[config.mk]
export PLATFORM = sky130hd
export DESIGN_NAME = interface_output_flat
export DESIGN_NICKNAME = d
export VERILOG_FILES = /design/src/rtl/chord_pkg.sv /design/src/rtl/interface_output_if.sv /design/src/rtl/output_fifo.sv /design/src/rtl/interface_output.sv /design/src/flat_wrapper.sv
export SDC_FILE = /design/constraint.sdc
export NUM_CORES = 1
export LEC_CHECK = 0
export ABC_AREA = 1
export BUFFER_PORTS_ARGS = -buffer_cell sky130_fd_sc_hd__buf_4
export CAP_MARGIN = 20
export CORE_UTILIZATION = 63
export CTS_BUF_LIST = sky130_fd_sc_hd__clkbuf_4
export CTS_CLUSTER_DIAMETER = 150
export DETAILED_ROUTE_END_ITERATION = 16
export HOLD_SLACK_MARGIN = 0.08
export PLACE_DENSITY = 0.93
export SYNTH_ARGS = -nofsm -noshare
export SYNTH_HDL_FRONTEND = slang
export SYNTH_SLANG_ARGS = --single-unit
[constraint.sdc]
create_clock -name clk -period 3.85 [get_ports clk]
set_input_delay 0.385 -clock clk [delete_from_list [all_inputs] [get_ports clk]]
set_output_delay 0.385 -clock clk [all_outputs]
set_load 0.02 [all_outputs]
[src/rtl/chord_pkg.sv]
// Purpose : shared widths, 12.20 angle constants and the output record for the CORDIC interface blocks.
// Latency : n/a (types, constants and a combinational helper only).
// Backpressure: n/a.
package chord_pkg;

    localparam int UNSIGNED_OUTPUT_WIDTH      = 16;
    localparam int UNSIGNED_OUTPUT_INT_WIDTH  = 7;
    localparam int UNSIGNED_OUTPUT_FRAC_WIDTH = 8;
    localparam int ITERATION_WORD_WIDTH       = 32;
    localparam int ITERATION_WORD_INT_WIDTH   = 12;
    localparam int ITERATION_WORD_FRAC_WIDTH  = 20;
    localparam int SECTOR_FLAG_WIDTH          = 2;
    localparam int FIFO_DEPTH                 = 4;

    // Two guard bits so in_z + 3*HALF_PI cannot wrap before the PI comparison.
    localparam int ANGLE_WIDTH = ITERATION_WORD_WIDTH + 2;

    localparam logic [ANGLE_WIDTH-1:0] PI      = ANGLE_WIDTH'(3294199);
    localparam logic [ANGLE_WIDTH-1:0] HALF_PI = ANGLE_WIDTH'(1647099);
    localparam logic [ANGLE_WIDTH-1:0] TWO_PI  = ANGLE_WIDTH'(6588398);

    localparam int ROUND_SHIFT = ITERATION_WORD_FRAC_WIDTH - UNSIGNED_OUTPUT_FRAC_WIDTH;
    localparam logic [ANGLE_WIDTH:0] ROUND_HALF = (ANGLE_WIDTH+1)'(1) << (ROUND_SHIFT - 1);
    localparam logic [ANGLE_WIDTH:0] MAG_MAX    = (ANGLE_WIDTH+1)'(2**(UNSIGNED_OUTPUT_WIDTH-1) - 1);

    typedef struct packed {
        logic                             sat;
        logic [UNSIGNED_OUTPUT_WIDTH-1:0] magnitude;
        logic [UNSIGNED_OUTPUT_WIDTH-1:0] angle;
    } out_rec_t;

    // Returns {sat, sign-magnitude word}. Rounds half up on the magnitude;
    // a zero result never carries the sign so -0 cannot appear.
    function automatic logic [UNSIGNED_OUTPUT_WIDTH:0] round_sat(input logic sign,
                                                                 input logic [ANGLE_WIDTH-1:0] mag);
        logic [ANGLE_WIDTH:0] rounded;
        rounded = ({1'b0, mag} + ROUND_HALF) >> ROUND_SHIFT;
        if (rounded > MAG_MAX)
            return {1'b1, sign, {(UNSIGNED_OUTPUT_WIDTH-1){1'b1}}};
        else
            return {1'b0, sign && (rounded != '0), rounded[UNSIGNED_OUTPUT_WIDTH-2:0]};
    endfunction

endpackage

[src/rtl/interface_output_if.sv]
// Purpose : bundles the pipeline-result inputs and the consumer valid/ready outputs of interface_output.
// Latency : n/a (wiring only).
// Backpressure: out_ready from the consumer; the pipeline side has none.
// Ports   : in_valid/in_x/in_z/in_sector (pipeline -> block), out_valid/out_ready/out_magnitude/
//           out_angle/out_sat (block <-> consumer), overflow_err (sticky status).
interface interface_output_if;
    import chord_pkg::*;

    logic                                 in_valid;
    logic [ITERATION_WORD_WIDTH-1:0]      in_x;
    logic [ITERATION_WORD_WIDTH-1:0]      in_z;
    logic [SECTOR_FLAG_WIDTH-1:0]         in_sector;
    logic                                 out_valid;
    logic                                 out_ready;
    logic [UNSIGNED_OUTPUT_WIDTH-1:0]     out_magnitude;
    logic [UNSIGNED_OUTPUT_WIDTH-1:0]     out_angle;
    logic                                 out_sat;
    logic                                 overflow_err;

    // master: the conversion block itself.
    modport master (
        input  in_valid, in_x, in_z, in_sector, out_ready,
        output out_valid, out_magnitude, out_angle, out_sat, overflow_err
    );

    // slave: pipeline driver plus result consumer.
    modport slave (
        output in_valid, in_x, in_z, in_sector, out_ready,
        input  out_valid, out_magnitude, out_angle, out_sat, overflow_err
    );

endinterface

[src/rtl/output_fifo.sv]
// Purpose : generic first-word-fall-through FIFO, head entry visible on o_pop_dat whenever !o_empty.
// Latency : a push is visible at the head the cycle after it is written; no same-cycle bypass.
// Backpressure: push on a full FIFO is ignored unless a pop happens in the same cycle.
// Ports   : clk, rst (sync, active high), i_push/i_push_dat, i_pop, o_pop_dat, o_full, o_empty, o_count.
module output_fifo #(
    parameter  int WIDTH = 33,
    parameter  int DEPTH = 4,
    localparam int AW    = $clog2(DEPTH)
) (
    input  logic             clk,
    input  logic             rst,
    input  logic             i_push,
    input  logic [WIDTH-1:0] i_push_dat,
    input  logic             i_pop,
    output logic [WIDTH-1:0] o_pop_dat,
    output logic             o_full,
    output logic             o_empty,
    output logic [AW:0]      o_count
);

    logic [WIDTH-1:0] r_mem [DEPTH];
    logic [AW-1:0]    r_wr_ptr;
    logic [AW-1:0]    r_rd_ptr;
    logic [AW:0]      r_count;
    logic             w_wr_en;
    logic             w_rd_en;

    assign o_full    = (r_count == (AW+1)'(DEPTH));
    assign o_empty   = (r_count == '0);
    assign o_count   = r_count;
    assign o_pop_dat = r_mem[r_rd_ptr];

    // A pop frees the slot the simultaneous write lands in, so full+pop still accepts.
    assign w_rd_en = i_pop && !o_empty;
    assign w_wr_en = i_push && (!o_full || w_rd_en);

    always_ff @(posedge clk) begin
        if (w_wr_en)
            r_mem[r_wr_ptr] <= i_push_dat;
    end

    // Pointers wrap naturally because DEPTH is a power of two.
    always_ff @(posedge clk) begin
        if (rst) begin
            r_wr_ptr <= '0;
            r_rd_ptr <= '0;
            r_count  <= '0;
        end else begin
            if (w_wr_en) r_wr_ptr <= r_wr_ptr + 1'b1;
            if (w_rd_en) r_rd_ptr <= r_rd_ptr + 1'b1;
            case ({w_wr_en, w_rd_en})
                2'b10:   r_count <= r_count + 1'b1;
                2'b01:   r_count <= r_count - 1'b1;
                default: r_count <= r_count;
            endcase
        end
    end

endmodule

[src/rtl/interface_output.sv]
// Purpose : sector-corrects the CORDIC angle, rounds/saturates x and angle to 7.8 sign-magnitude, buffers in a FIFO.
// Latency : in_valid sampled at edge N -> out_valid high after edge N+2 (FIFO empty).
// Backpressure: out_ready stalls the FIFO only; pipeline cannot stall, so a full FIFO drops and sets sticky overflow_err.
// Ports   : clk, rst (sync, active high), bus (interface_output_if.master: pipeline inputs, consumer handshake, overflow_err).
module interface_output
    import chord_pkg::*;
(
    input  logic               clk,
    input  logic               rst,
    interface_output_if.master bus
);

    localparam int AW = ANGLE_WIDTH;
    localparam int CW = $clog2(FIFO_DEPTH);

    // Stage 1 combinational: sector correction and absolute values.
    logic [AW-1:0] w_x_ext;
    logic [AW-1:0] w_z_ext;
    logic [AW-1:0] w_sector_off;
    logic [AW-1:0] w_angle_sum;
    logic [AW-1:0] w_angle_corr;
    logic [AW-1:0] w_x_abs;
    logic [AW-1:0] w_angle_abs;

    assign w_x_ext      = {{(AW-ITERATION_WORD_WIDTH){bus.in_x[ITERATION_WORD_WIDTH-1]}}, bus.in_x};
    assign w_z_ext      = {{(AW-ITERATION_WORD_WIDTH){bus.in_z[ITERATION_WORD_WIDTH-1]}}, bus.in_z};
    assign w_sector_off = AW'(bus.in_sector) * HALF_PI;
    assign w_angle_sum  = w_z_ext + w_sector_off;
    // Fold back into (-PI, PI] after undoing the quadrant pre-rotation.
    assign w_angle_corr = ($signed(w_angle_sum) > $signed(PI)) ? (w_angle_sum - TWO_PI) : w_angle_sum;
    assign w_x_abs      = w_x_ext[AW-1]      ? -w_x_ext      : w_x_ext;
    assign w_angle_abs  = w_angle_corr[AW-1] ? -w_angle_corr : w_angle_corr;

    logic          r_s1_vld;
    logic          r_s1_x_sign;
    logic [AW-1:0] r_s1_x_abs;
    logic          r_s1_a_sign;
    logic [AW-1:0] r_s1_a_abs;

    always_ff @(posedge clk) begin
        if (rst) r_s1_vld <= 1'b0;
        else     r_s1_vld <= bus.in_valid;
    end

    always_ff @(posedge clk) begin
        r_s1_x_sign <= w_x_ext[AW-1];
        r_s1_x_abs  <= w_x_abs;
        r_s1_a_sign <= w_angle_corr[AW-1];
        r_s1_a_abs  <= w_angle_abs;
    end

    // Stage 2: round 20 -> 8 fraction bits and saturate into the 16-bit word.
    logic [UNSIGNED_OUTPUT_WIDTH:0] w_mag_rs;
    logic [UNSIGNED_OUTPUT_WIDTH:0] w_ang_rs;
    out_rec_t                       w_s2_rec;

    assign w_mag_rs = round_sat(r_s1_x_sign, r_s1_x_abs);
    assign w_ang_rs = round_sat(r_s1_a_sign, r_s1_a_abs);

    always_comb begin
        w_s2_rec           = '0;
        w_s2_rec.sat       = w_mag_rs[UNSIGNED_OUTPUT_WIDTH] | w_ang_rs[UNSIGNED_OUTPUT_WIDTH];
        w_s2_rec.magnitude = w_mag_rs[UNSIGNED_OUTPUT_WIDTH-1:0];
        w_s2_rec.angle     = w_ang_rs[UNSIGNED_OUTPUT_WIDTH-1:0];
    end

    logic     r_s2_vld;
    out_rec_t r_s2_rec;

    always_ff @(posedge clk) begin
        if (rst) r_s2_vld <= 1'b0;
        else     r_s2_vld <= r_s1_vld;
    end

    always_ff @(posedge clk) begin
        r_s2_rec <= w_s2_rec;
    end

    // Output buffer.
    out_rec_t  w_fifo_rec;
    logic      w_full;
    logic      w_empty;
    logic [CW:0] w_fifo_count;

    output_fifo #(
        .WIDTH ($bits(out_rec_t)),
        .DEPTH (FIFO_DEPTH)
    ) u_fifo (
        .clk        (clk),
        .rst        (rst),
        .i_push     (r_s2_vld),
        .i_push_dat (r_s2_rec),
        .i_pop      (bus.out_ready),
        .o_pop_dat  (w_fifo_rec),
        .o_full     (w_full),
        .o_empty    (w_empty),
        .o_count    (w_fifo_count)
    );

    // A full FIFO is never empty, so out_ready alone means a pop frees a slot.
    logic w_drop;
    logic r_overflow_err;

    assign w_drop = r_s2_vld && w_full && !bus.out_ready;

    always_ff @(posedge clk) begin
        if (rst)         r_overflow_err <= 1'b0;
        else if (w_drop) r_overflow_err <= 1'b1;
    end

    // Zero the data outputs when nothing is held so stale or uninitialised entries never show.
    assign bus.out_valid     = (w_fifo_count != '0);
    assign bus.out_magnitude = w_empty ? '0   : w_fifo_rec.magnitude;
    assign bus.out_angle     = w_empty ? '0   : w_fifo_rec.angle;
    assign bus.out_sat       = w_empty ? 1'b0 : w_fifo_rec.sat;
    assign bus.overflow_err  = r_overflow_err;

endmodule
[src/flat_wrapper.sv]
// flat-port wrapper written by rule: the top's interface ports become plain ports
module interface_output_flat import chord_pkg::*;
  (clk, rst, bus_in_valid, bus_in_x, bus_in_z, bus_in_sector, bus_out_ready, bus_out_valid, bus_out_magnitude, bus_out_angle, bus_out_sat, bus_overflow_err);
  interface_output_if bus_i ();
  input  logic clk;
  input  logic rst;
  input wire logic [$bits(bus_i.in_valid)-1:0] bus_in_valid;
  input wire logic [$bits(bus_i.in_x)-1:0] bus_in_x;
  input wire logic [$bits(bus_i.in_z)-1:0] bus_in_z;
  input wire logic [$bits(bus_i.in_sector)-1:0] bus_in_sector;
  input wire logic [$bits(bus_i.out_ready)-1:0] bus_out_ready;
  output wire logic [$bits(bus_i.out_valid)-1:0] bus_out_valid;
  output wire logic [$bits(bus_i.out_magnitude)-1:0] bus_out_magnitude;
  output wire logic [$bits(bus_i.out_angle)-1:0] bus_out_angle;
  output wire logic [$bits(bus_i.out_sat)-1:0] bus_out_sat;
  output wire logic [$bits(bus_i.overflow_err)-1:0] bus_overflow_err;
  assign bus_i.in_valid = bus_in_valid;
  assign bus_i.in_x = bus_in_x;
  assign bus_i.in_z = bus_in_z;
  assign bus_i.in_sector = bus_in_sector;
  assign bus_i.out_ready = bus_out_ready;
  assign bus_out_valid = bus_i.out_valid;
  assign bus_out_magnitude = bus_i.out_magnitude;
  assign bus_out_angle = bus_i.out_angle;
  assign bus_out_sat = bus_i.out_sat;
  assign bus_overflow_err = bus_i.overflow_err;
  interface_output u_core (.clk(clk), .rst(rst), .bus(bus_i));
endmodule
# After elaboration in Yosys (flattened, before gate mapping)
# Memories as Yosys holds them, arrays and structs flattened. A register that Yosys moved wholly into a read port is not among the register bits.
# Index checks and enable logic that the tools add are counted.
# totals
word_cells	64
ramBits	132
out_inout_bits	35
n_memories	1
register_bits	113
# classes
n_reduce_logical	15
multipliers	1
order_cmp	3
eq_ne	3
addsub	10
mux	13
bitwise	1
# mem_list
memory	words	word_bits	rd	rd_clocked_by_memory_dff	write_ports	line	text
u_core.u_fifo.r_mem	4	33	1	1	1	output_fifo.sv:21	logic [WIDTH-1:0] r_mem [DEPTH];
# ops
operator	count
adder 34 x 12 -> 35 bit, second input constant	2
nonzero test 35 bit	2
negator 34 bit	2
greater-than comparator 23 x 15 -> 1 bit, second input constant	2
greater-than comparator 34 x 23 -> 1 bit, second input constant	1
2-to-1 mux 17 bit	2
2-to-1 mux 34 bit	1
subtractor 34 x 23 -> 34 bit, second input constant	1
adder 32 x 24 -> 33 bit	1
2-to-1 mux 33 bit	1
2-to-1 mux 16 bit	2
2-to-1 mux 31 bit	1
multiplier 2 x 21 -> 23 bit, second input constant	1
logical AND 1 bit	6
one-hot mux 3 bit (2 select lines)	1
adder 2 x 1 -> 2 bit, second input constant	2
2-to-1 mux 2 bit	2
adder 3 x 1 -> 3 bit, second input constant	1
equality test 3 bit, second input constant	1
logical NOT 1 bit	3
logical NOT 3 bit	1
2-to-1 mux 1 bit	3
nonzero test 3 bit	1
subtractor 3 x 1 -> 3 bit, second input constant	1
5 further kinds	5

# Depth between registers and ports, before layout
# logic_depth
word_depth	7
ltp_mapped	34
depth_no_buf	33

# Modules after synthesis
# Synthesis repeated with hierarchy kept, for this count alone.
# unflattened
cells_unflattened	1966
area_unflattened_um2	14156.1
# modules_own_cells
module	seq_area_each_um2	cells_per_inst	area_per_inst_um2	instances
interface_output	1681.6	1580	8778.4	1
output_fifo	4144.0	386	5377.7	1

# Least setup slack after synthesis
# No wires, ideal clock.
# synth_timing
kind	input -> register
startpoint	input bus_in_sector[0]
endpoint	register u_core.r_s1_a_abs[17]
n_path_buf	1
stages	27
setup_ps	117
setup_slack_ps	322
arrival_ps	3410
path_cell_list	inv_1 ha_1 fa_1 nand2_1 nand2_1 nand3_1 nand2_1 nand2_1 nand3_1 nand2_1 nand2_1 nor2_2 nand2_2 nor2_4 nand2_1 nor2_2 nor2_4 buf_6 nand2_2 nand2_2 nor2_1 nand2_2 nor2_2 nand2_1 nand2_4 nand2_2 xor2_1
# synth_between
elab_chain_len	6
# synth_rtl
element	line	text
from (decl)	flat_wrapper.sv:10	input wire logic [$bits(bus_i.in_sector)-1:0] bus_in_sector;
multiplier 2 x 21 -> 23 bit (*)	interface_output.sv:27	assign w_sector_off = AW'(bus.in_sector) * HALF_PI;
adder 32 x 24 -> 33 bit (*)	interface_output.sv:28	assign w_angle_sum = w_z_ext + w_sector_off;
subtractor 34 x 23 -> 34 bit / greater-than comparator 34 x 23 -> 1 bit (equally long branches)	interface_output.sv:30	assign w_angle_corr = ($signed(w_angle_sum) > $signed(PI)) ? (w_angle_sum - TWO_PI) : w_angle_sum;
2-to-1 mux 34 bit (*)	interface_output.sv:30	
negator 34 bit	interface_output.sv:32	assign w_angle_abs = w_angle_corr[AW-1] ? -w_angle_corr : w_angle_corr;
2-to-1 mux 33 bit (*)	interface_output.sv:32	
net u_core.w_angle_abs[17]	interface_output.sv:23	logic [AW-1:0] w_angle_abs;
to (signal assigned)	interface_output.sv:49	r_s1_a_abs <= w_angle_abs;
to (decl)	interface_output.sv:38	logic [AW-1:0] r_s1_a_abs;
# The timed path passes the listed nets; every way through them passes the cells marked *.
# A chain may end at the register's enable or synchronous reset.

# Worst setup path in the final report
# layout_timing
startpoint	input bus_in_sector[0]
endpoint	register u_core.r_s1_a_abs[31]
# The elaborated chain is that of the path after synthesis.

==> summary.txt <==
STA
  – Minimum clock period: 3590 ps
  – Slew HR: 0.283
  – Worst hold margin: 144 ps
  – Final setup vio count: 0
  – Crit share post-route: 0.932
  – Worst Skew: 80.4 ps
  – Max-slew violations: 0
  – Final Hold Viols: 0
  – Achievable Freq: between 0.2 and 0.3 GHz
  – Worst slew pin tran: approximately 1100 ps

Finish
  – Fillers: 1310
  – Area grow syn2layout: 24.9%
  – Multi-input logic area: approximately 0.007 mm^2
  – Total Nets Final: 2298
  – Final Non-Filler Cells: ~2500
  – Layout cells sized above 1: 0.218
  – Reg area: 0.00583 mm^2

Clock tree
  – Post-CTS Setup Repair Bufs: 0
  – CTS Buf Count: 51
  – Clock H-tree levels: 2
  – Clock tree buffer depth: 3
  – Clk root buf: clkbuf_4
  – # clock sinks: approximately 230
  – CTS tree: done
  – Worst-path clk slew: approximately 70 ps
  – Worst-Skew Late Latency: 690 ps

Hold path
  – Worst Hold Launch: bus_in_x[0]
  – Hold Crit Class: in -> reg
  – WHS Path Cells: 6
  – Sink of the worst hold path: u_core.r_s1_x_abs[11]

Worst setup path
  – Crit Path Class: in -> reg
  – RR Startpoint: u_core.r_s1_x_abs[13]
  – Worst Path Max Fanout: 20
  – Crit-path slowest cell: ha_1
  – Crit path largest cell delay: approximately 340 ps
  – CP startpoint kind: input port
  – Flop-to-flop setup slack: ~280 ps
  – R2R Path End: u_core.r_s2_rec[26]
  – CP Capture Type: register
  – CP dominant cell by count: nand2_1
  – Worst EP required: 4420 ps
  – Crit path DAT: 4160 ps
  – FF-to-FF path depth: 15

Floorplanning
  – I/O pins: around 110
  – Core Area: 0.0212 mm^2
  – Die Y: 149 um
  – Initial Util: 0.646
  – # rows: between 50 and 60
  – DIE WIDTH: 149 um
  – Die footprint: 0.0223 mm^2

Logic synthesis
  – Cell count after synthesis: roughly 1900
  – Synth async-reset ratio: 0
  – EDFF count, synth: between 100 and 150
  – Post-synthesis cell type count: 51
  – Post-synthesis sequential area ratio: 0.427
  – Ys flop type: edfxtp_1
  – Post-Syn Area: 0.0137 mm^2
  – Syn. warnings: 0
  – Synth Area per Inst: around 7.3 um^2
  – FF+latch count, synth: approximately 230

Global route
  – First-pass GRT wire length: roughly 64000 um
  – Initial antenna violation count: 4
  – Total grt overflow: 0
  – Vias in the first global route: 13600
  – Largest net degree at the start of global routing: 67
  – Global router's overall resource usage: 0.364

Route
  – Remaining DRCs: 0
  – Vias per inst: 5.52
  – DR vias: 13900
  – Iteration-0 DRC Markers: approximately 1100
  – Routed len/inst: ~16 um
  – Drt pass-1 iters: 8
  – WL final: approximately 40000 um
  – DRT antenna net count: 0

Flow run
  – MaxCap Viol Count: 0

Placed design
  – Port-buffer cells: 104
  – DP Cell Count: approximately 2400
  – HPWL Detailed: ~27000 um
  – Routability cong.: about 0.9

Outcome
  – Outcome: finished clean

Pwr
  – Leakage power: around 8 nW
  – PwrDens: between 400 and 500 mW/mm^2
  – VDD IR-drop max: 327 uV
==> cell type report <==
class                           count  share of cell area
Timing Repair Buffer              308               0.143
Antenna cell                        3            0.000440
Sequential cell                   225               0.342
Multi-Input combinational cell   1399               0.408
Inverter                          209              0.0465
Clock buffer                       76              0.0335
Tap cell                          275              0.0202
Clock inverter                     20             0.00675
==> metrics by stage <==
| step | worst slack (ps) | util | power (mW) | instance area, um^2 | TNS [ps] |
|---|---|---|---|---|---|
| 2_1_floorplan | 322 | - | 4.29 | 13700 | 0 |
| 3_3_place_gp | -256 | 0.755 | 5.19 | 16000 | -3690 |
| 3_5_place_dp | -308 | 0.756 | 5.29 | 16000 | -4860 |
| 4_1_cts | 277 | 0.801 | 7.26 | 16900 | 0 |
| 5_1_grt | -11.0 | 0.806 | 7.72 | 17100 | -11.0 |
| 6_report | 264 | 0.806 | 7.34 | 17100 | 0 |
==> state kept, by name, summed over array words and instances, names as in the netlist, 2 cells and up, named ones only <==
| signal | flops |
|---|---|
| u_core.u_fifo.r_mem | 132 |
| u_core.r_s2_rec | 33 |
| u_core.r_s1_a_abs | 23 |
| u_core.r_s1_x_abs | 23 |
| u_core.u_fifo.o_count | 3 |
| u_core.u_fifo.r_rd_ptr | 2 |
| u_core.u_fifo.r_wr_ptr | 2 |
==> metal layers <==
metal | share of wire | vias up | global-route usage
li1 | - | 6705 | -
met1 | 0.37 | 6200 | 0.412
met2 | 0.49 | 782 | 0.634
met3 | 0.087 | 198 | 0.0679
met4 | 0.051 | 2 | 0.226
met5 | 0.00042 | - | 0
==> worst max-delay path by stage <==
stage	startpoint	endpoint	cells past startpoint	slack, ps
after detailed placement	bus_in_sector[0]	u_core.r_s1_a_abs[19]	29	-310
after global routing	bus_in_sector[1]	u_core.r_s1_a_abs[31]	33	-10
after CTS	bus_in_sector[0]	u_core.r_s1_a_abs[31]	31	280
after floorplan	bus_in_sector[0]	u_core.r_s1_a_abs[17]	27	320
final	bus_in_sector[0]	u_core.r_s1_a_abs[31]	29	260
after global placement	bus_in_sector[0]	u_core.r_s1_a_abs[23]	29	-260
==> synth_stat cells (all sizes together), types with 4 or more instances <==
library cell / number / area [um^2]
nand2: 583 / 2310
nor2: 313 / 1270
inv: 205 / 769
edfxtp: 132 / 3960
nand3: 130 / 676
dfxtp: 93 / 1860
o21ai: 93 / 480
a21oi: 61 / 309
xor2: 54 / 473
nand4: 39 / 244
ha: 32 / 400
xnor2: 27 / 236
nor3: 22 / 120
clkbuf: 20 / 75.1
buf: 17 / 119
nor4: 6 / 37.5
and2: 5 / 35.0
nor3b: 5 / 37.5
or2: 5 / 33.8
clkinv: 4 / 20.0
nand3b: 4 / 30.0
==> worst max-delay path: cells and delay by family <==
family	cells	cell delay, ps
AOI/OAI and AO/OA	2	400
adders and majority gates	2	580
buffers and inverters	5	560
and+or+nand+nor	20	2220
==> cells in the final DEF (no fill, tap or decap), drive strengths merged, types with 5 or more instances in the layout <==
cell type,synthesis,layout
o21ai,93,93
nand4,39,39
clkbuf,20,76
buf,17,282
nor3b,5,5
nand2,583,583
edfxtp,132,132
dlygate4sd3,0,26
dfxtp,93,93
inv,205,205
clkinv,4,22
xor2,54,54
nor3,22,22
nand3,130,130
and2,5,5
or2,5,5
ha,32,32
nor4,6,6
xnor2,27,27
a21oi,61,61
nor2,313,313
==> what timing repair did <==
item                                    in CTS  in global routing
hold buffers                                26                  0
endpoints found under the setup margin       0                 13
resized for setup                            0                 23
hold endpoints to repair                    34                  0
==> where the power goes <==
part	switching (mW)	internal [mW]
clock network	0.997	0.985
registers	0.0998	2.65
logic	1.59	1.02
total	2.69	4.65
==> cells by family (layout without fill, tap and decap cells) <==
family / after synthesis / count (layout) / synth area share
simple gates: 1113 / 1113 / 0.351
xor+xnor: 81 / 81 / 0.0519
compound gates: 168 / 168 / 0.0657
buf+inv: 246 / 613 / 0.0720
fa+ha+maj: 34 / 34 / 0.0322
other cells: 1 / 6 / 0.000275
flops: 225 / 225 / 0.427
Note: power is estimated with default switching activity, not from simulation.
